`src/rtl/adder_seq_n_if.sv`:
```
// Handshake/operand bundle for the chunked sequential adder/subtractor.
// The master drives operands and out_ready; the slave (the adder) returns the result.
interface adder_seq_n_if #(
    parameter int unsigned N = 32
);
    logic         in_valid;
    logic         in_ready;
    logic [N-1:0] a;
    logic [N-1:0] b;
    logic         c_in;
    logic         sub;
    logic         out_valid;
    logic         out_ready;
    logic [N-1:0] sum;
    logic         c_out;
    logic         overflow;

    modport master (
        output in_valid, a, b, c_in, sub, out_ready,
        input  in_ready, out_valid, sum, c_out, overflow
    );

    modport slave (
        input  in_valid, a, b, c_in, sub, out_ready,
        output in_ready, out_valid, sum, c_out, overflow
    );
endinterface

```
`src/rtl/adder_seq_n.sv`:
```
// Multi-cycle adder/subtractor: adds CHUNK bits per cycle with the carry held in a flop,
// one transaction in flight, valid/ready on both sides.
module adder_seq_n #(
    parameter int unsigned N     = 32,
    parameter int unsigned CHUNK = 8
) (
    input  logic          clk,
    input  logic          rst,
    adder_seq_n_if.slave  bus
);
    localparam int unsigned STEPS = N / CHUNK;
    localparam int unsigned CNT_W = (STEPS > 1) ? $clog2(STEPS) : 1;
    localparam int unsigned CW1   = CHUNK + 1;

    if ((N % CHUNK) != 0 || CHUNK == 0) begin : g_param_check
        $error("adder_seq_n: N must be a non-zero multiple of CHUNK");
    end

    typedef enum logic [1:0] {IDLE, RUN, DONE} state_e;

    state_e           state_q, state_d;
    logic [N-1:0]     a_q, a_d, b_q, b_d, sum_q, sum_d;
    logic             carry_q, carry_d;
    logic             c_out_q, c_out_d;
    logic             ovf_q, ovf_d;
    logic             in_ready_q, in_ready_d;
    logic             out_valid_q, out_valid_d;
    logic [CNT_W-1:0] cnt_q, cnt_d;

    logic [CHUNK-1:0] a_ch, b_ch, ch_sum;
    logic             ch_cy, msb_cin, last_step;

    // Select the operand chunk addressed by the step counter.
    always_comb begin
        a_ch = '0;
        b_ch = '0;
        for (int unsigned k = 0; k < STEPS; k++) begin
            if (cnt_q == CNT_W'(k)) begin
                a_ch = a_q[k*CHUNK +: CHUNK];
                b_ch = b_q[k*CHUNK +: CHUNK];
            end
        end
    end

    assign {ch_cy, ch_sum} = {1'b0, a_ch} + {1'b0, b_ch} + CW1'(carry_q);
    // Carry into the chunk MSB recovered from the MSB sum bit.
    assign msb_cin   = a_ch[CHUNK-1] ^ b_ch[CHUNK-1] ^ ch_sum[CHUNK-1];
    assign last_step = (cnt_q == CNT_W'(STEPS - 1));

    always_comb begin
        state_d   = state_q;
        a_d       = a_q;
        b_d       = b_q;
        sum_d     = sum_q;
        carry_d   = carry_q;
        cnt_d     = cnt_q;
        c_out_d   = c_out_q;
        ovf_d     = ovf_q;

        unique case (state_q)
            IDLE: begin
                if (bus.in_valid && in_ready_q) begin
                    a_d     = bus.a;
                    b_d     = bus.sub ? ~bus.b : bus.b;
                    carry_d = bus.sub ? 1'b1 : bus.c_in;
                    cnt_d   = '0;
                    state_d = RUN;
                end
            end
            RUN: begin
                for (int unsigned k = 0; k < STEPS; k++) begin
                    if (cnt_q == CNT_W'(k)) begin
                        sum_d[k*CHUNK +: CHUNK] = ch_sum;
                    end
                end
                carry_d = ch_cy;
                cnt_d   = cnt_q + CNT_W'(1);
                if (last_step) begin
                    c_out_d = ch_cy;
                    ovf_d   = msb_cin ^ ch_cy;
                    cnt_d   = '0;
                    state_d = DONE;
                end
            end
            DONE: begin
                if (bus.out_ready && out_valid_q) begin
                    state_d = IDLE;
                end
            end
            default: state_d = IDLE;
        endcase

        in_ready_d  = (state_d == IDLE);
        out_valid_d = (state_d == DONE);
    end

    always_ff @(posedge clk) begin
        if (rst) begin
            state_q     <= IDLE;
            a_q         <= '0;
            b_q         <= '0;
            sum_q       <= '0;
            carry_q     <= 1'b0;
            cnt_q       <= '0;
            c_out_q     <= 1'b0;
            ovf_q       <= 1'b0;
            in_ready_q  <= 1'b1;
            out_valid_q <= 1'b0;
        end else begin
            state_q     <= state_d;
            a_q         <= a_d;
            b_q         <= b_d;
            sum_q       <= sum_d;
            carry_q     <= carry_d;
            cnt_q       <= cnt_d;
            c_out_q     <= c_out_d;
            ovf_q       <= ovf_d;
            in_ready_q  <= in_ready_d;
            out_valid_q <= out_valid_d;
        end
    end

    assign bus.in_ready  = in_ready_q;
    assign bus.out_valid = out_valid_q;
    assign bus.sum       = sum_q;
    assign bus.c_out     = c_out_q;
    assign bus.overflow  = ovf_q;

endmodule

```
`src/flat_wrapper.sv`:
```
// flat-port wrapper written by rule: the top's interface ports become plain ports
module adder_seq_n_flat 
#(
    parameter int unsigned N     = 32,
    parameter int unsigned CHUNK = 8
)
  (clk, rst, bus_in_valid, bus_a, bus_b, bus_c_in, bus_sub, bus_out_ready, bus_in_ready, bus_out_valid, bus_sum, bus_c_out, bus_overflow);
  adder_seq_n_if #(.N(N)) bus_i ();
  input  logic clk;
  input  logic rst;
  input wire logic [$bits(bus_i.in_valid)-1:0] bus_in_valid;
  input wire logic [$bits(bus_i.a)-1:0] bus_a;
  input wire logic [$bits(bus_i.b)-1:0] bus_b;
  input wire logic [$bits(bus_i.c_in)-1:0] bus_c_in;
  input wire logic [$bits(bus_i.sub)-1:0] bus_sub;
  input wire logic [$bits(bus_i.out_ready)-1:0] bus_out_ready;
  output wire logic [$bits(bus_i.in_ready)-1:0] bus_in_ready;
  output wire logic [$bits(bus_i.out_valid)-1:0] bus_out_valid;
  output wire logic [$bits(bus_i.sum)-1:0] bus_sum;
  output wire logic [$bits(bus_i.c_out)-1:0] bus_c_out;
  output wire logic [$bits(bus_i.overflow)-1:0] bus_overflow;
  assign bus_i.in_valid = bus_in_valid;
  assign bus_i.a = bus_a;
  assign bus_i.b = bus_b;
  assign bus_i.c_in = bus_c_in;
  assign bus_i.sub = bus_sub;
  assign bus_i.out_ready = bus_out_ready;
  assign bus_in_ready = bus_i.in_ready;
  assign bus_out_valid = bus_i.out_valid;
  assign bus_sum = bus_i.sum;
  assign bus_c_out = bus_i.c_out;
  assign bus_overflow = bus_i.overflow;
  adder_seq_n #(.N(N), .CHUNK(CHUNK)) u_core (.clk(clk), .rst(rst), .bus(bus_i));
endmodule
```
`config.mk`:
```
export PLATFORM = sky130hd
export DESIGN_NAME = adder_seq_n_flat
export DESIGN_NICKNAME = d
export VERILOG_FILES = /design/src/rtl/adder_seq_n_if.sv /design/src/rtl/adder_seq_n.sv /design/src/flat_wrapper.sv
export SDC_FILE = /design/constraint.sdc
export NUM_CORES = 1
export LEC_CHECK = 0
export BUFFER_PORTS_ARGS = -buffer_cell sky130_fd_sc_hd__buf_2
export CAP_MARGIN = 5
export CORE_ASPECT_RATIO = 0.5
export CORE_MARGIN = 2
export CORE_UTILIZATION = 50
export DETAILED_ROUTE_END_ITERATION = 7
export GPL_ROUTABILITY_DRIVEN = 1
export PLACE_DENSITY_LB_ADDON = 0.2
export SYNTH_ARGS = -nofsm -noshare
export SYNTH_HDL_FRONTEND = slang
export SYNTH_SLANG_ARGS = --single-unit
```
`constraint.sdc`:
```
create_clock -name clk -period 3.59 [get_ports clk]
set_clock_uncertainty 0.05 [all_clocks]
set_input_delay 0.718 -clock clk [delete_from_list [all_inputs] [get_ports clk]]
set_output_delay 0.718 -clock clk [all_outputs]
set_load 0.01 [all_outputs]
```
==> results.json <==
{
  "grt_use_met2_pct": 32.6,
  "finalCritPeriodShare_pct": 93.6,
  "min_path_type": "flip-flop to flip-flop",
  "wl_mm": 11.7,
  "synth_enable_flop_cells": 0,
  "fin_setup_tns_ns": 0,
  "critical_path.top_delay_family": "adder cells",
  "synth_async_sr_flop_share_pct": 0,
  "syn-num-nets": 687,
  "antenna_left": 0,
  "peakVddDrop_v": 0.000261,
  "worstPathArrival_ns": 3.57,
  "hold_viol_final": 0,
  "synth_seq_cells": 105,
  "cts.sinks": 105,
  "cts_made_buffers": 9,
  "die_y_um": 74.0,
  "stdcell_area_um2": 5740,
  "power_mw": 2.74,
  "cts_setup_buffers": 0,
  "power_density_nw_per_um2": 478,
  "synth_largest_area_cell": "dfxtp_1",
  "slew_violations": 0,
  "fin_nets": 768,
  "timing.fmax_ghz": 0.298,
  "yosysMostFrequentCell": "nand2_1",
  "setup_viol": 0,
  "holdWs_ns": 0.401,
  "synthTopCellsByArea": "dfxtp_1, nand2_1, a21oi_1, a211oi_1, xnor2_1",
  "synth.avg_cell_area_um2": 8.12,
  "syn_area_um2": 4900,
  "antenna_found_initial": 0,
  "cp-start-kind": "flip-flop",
  "cpPeakStageDelay_ns": 0.47,
  "pin_count": 106,
  "drt_iter0_drc": 249,
  "maxCapViolCount": 0,
  "dp.final_hpwl_mm": 8.63,
  "worstMarginPinSlew_ns": 0.842,
  "placed_area_um2": 5470,
  "yosys-top-cells-count": "nand2_1, dfxtp_1, a21oi_1",
  "dieArea_um2": 10700,
  "drive_above_1_share_pct": 19.7,
  "io_buffers": 105,
  "crit_top_cell": "a21oi_1",
  "dr_total_vias": 4283,
  "synthCells": 604,
  "ys_types": 40,
  "grt_use_met1_pct": 33.9,
  "gr-total-overflow": 0,
  "initial_core_util_pct": 51.7,
  "cp_max_fo": 9,
  "worst-endpoint-required_ns": 3.80,
  "status": "complete, no violations",
  "clk_latency_ns": 0.35,
  "first_global_vias": 3823,
  "path_class": "flip-flop to flip-flop",
  "cts_tree": "built",
  "avgViaCountPerCell": 5.21,
  "root_buffer": "clkbuf_16",
  "diodes": 0,
  "drt-wirelength-per-cell_um": 14.2,
  "num_rows": 25,
  "maxSlewHeadroom_pct": 43.9,
  "synth_flop_cell": "dfxtp_1",
  "path_cells": "inv_1 > ha_1 > nand3b_1 > a21oi_1 > a21oi_1 > nor2_1 > a21oi_1 > fa_1 > fa_1 > and2b_1 > o22ai_1 > o21ai_1 > nand4_1 > o211ai_1",
  "clkSlewWorstSetupHoldPaths_ns": 0.06,
  "yosys_warnings": 0,
  "use_met3_pct": 5.92,
  "ctsLongestPathBuffers": 2,
  "min_period_ns": 3.36,
  "leakage_nw": 2.24,
  "busiest_layer": "met1",
  "syn_to_final_growth_pct": 17.1,
  "cts_hold_buf": 0,
  "fin_cells": 822,
  "synth_top_area_share_pct": 42.9,
  "grt_usage_pct": 22.9,
  "dp.cells": 809,
  "grt_first_pass_wirelength_mm": 18.8,
  "drt_pre_antenna_iters": 4,
  "dieWidth_um": 144,
  "core_um2": 9480,
  "yosysSeqAreaShare_pct": 42.9,
  "drcViolationCount": 0,
  "gp_congestion": 0.858,
  "htree_levels": 3,
  "grt_max_degree": 53,
  "endpoint_kind": "flip-flop",
  "worst_path_max_delay_cell": "fa_1",
  "cp_num_buf_inv": 1
}
-- stage by stage --
step | utilization, % | setup WS, ns
after floorplan | - | 0.556
after global placement | 57.7 | 0.350
after detailed placement | 57.7 | 0.227
after CTS | 60.6 | 0.212
after global routing | 60.6 | -0.00651
final | 60.6 | 0.230
-- worst register-to-register path: cells and delay by family (launching register included) --
kind,cells,cell delay [ns]
adders and majority gates,3,1.17
AOI/OAI and AO/OA,6,0.91
and+or+nand+nor,4,0.69
DFF,1,0.38
buffers and inverters,1,0.09
-- cells by family (layout without fill, tap and decap cells) --
group | Yosys count | in the layout | share of synthesized area [%]
flip-flops | 105 | 105 | 42.9
AO/OA/AOI/OAI | 169 | 169 | 20.7
XOR/XNOR | 37 | 37 | 6.61
adder cells (fa/ha/maj) | 13 | 13 | 3.62
AND/OR/NAND/NOR | 229 | 229 | 21.0
buffers and inverters | 51 | 134 | 5.23
-- worst paths after layout --
check                                        start                   to  slack [ns]  depth (start not counted)
worst min register to register  u_core.bus.sum[28]   u_core.bus.sum[28]        0.40                          2
worst max register to register     u_core.cnt_q[1]  u_core.bus.overflow        0.23                         14
worst max-delay path               u_core.cnt_q[1]  u_core.bus.overflow        0.23                         14
worst min-delay path            u_core.bus.sum[28]   u_core.bus.sum[28]        0.40                          2
-- area by class of cell --
| cell class | instances | area (µm²) |
|---|---|---|
| fillers | 910 | 3730 |
| multi-input cells | 448 | 2550 |
| flip-flops and latches | 105 | 2100 |
| repair buffers | 118 | 638 |
| clock buffers | 10 | 229 |
| well taps | 135 | 169 |
| clock inverters | 3 | 45.0 |
| inverters | 3 | 11.3 |
-- sequential cells by signal, indices dropped and copies added (netlist names) --
signal,count
u_core.bus.in_ready,1
u_core.bus.overflow,1
u_core.a_q,32
u_core.b_q,32
u_core.bus.c_out,1
u_core.carry_q,1
u_core.state_q,2
u_core.cnt_q,2
u_core.bus.sum,32
u_core.bus.out_valid,1
-- power breakdown --
group / internal (mW) / leakage [nW] / switching [mW]
registers: 1.25 / 0.859 / 0.0481
clock network: 0.529 / 0.127 / 0.411
logic: 0.206 / 1.25 / 0.303
-- per-layer routing --
metal | vias to the layer above | share of wire, %
met5 | - | 0
met3 | 15 | 5.5
met1 | 1925 | 53
met2 | 114 | 40
met4 | 0 | 1.2
li1 | 2229 | -
-- repair_timing --
action,in CTS,in global routing
endpoints found under the setup margin,0,11
resized for setup,0,1
hold endpoints to repair,0,0
-- cells in the final DEF (no fill, tap or decap), types with 3 or more instances in the layout --
cell       count
a211oi_1      44
clkbuf_16      9
nand3_1        4
nand3b_1      30
buf_2        104
buf_4         13
nand2b_1       4
a31oi_1        3
ha_1          10
nor2_1        56
xnor2_1       37
dfxtp_1      105
nand2_1      121
inv_1          3
o21ai_0       16
o31ai_1        6
a21oi_1       87
and2_1         5
No activity file was read; power rests on OpenSTA's default activity.
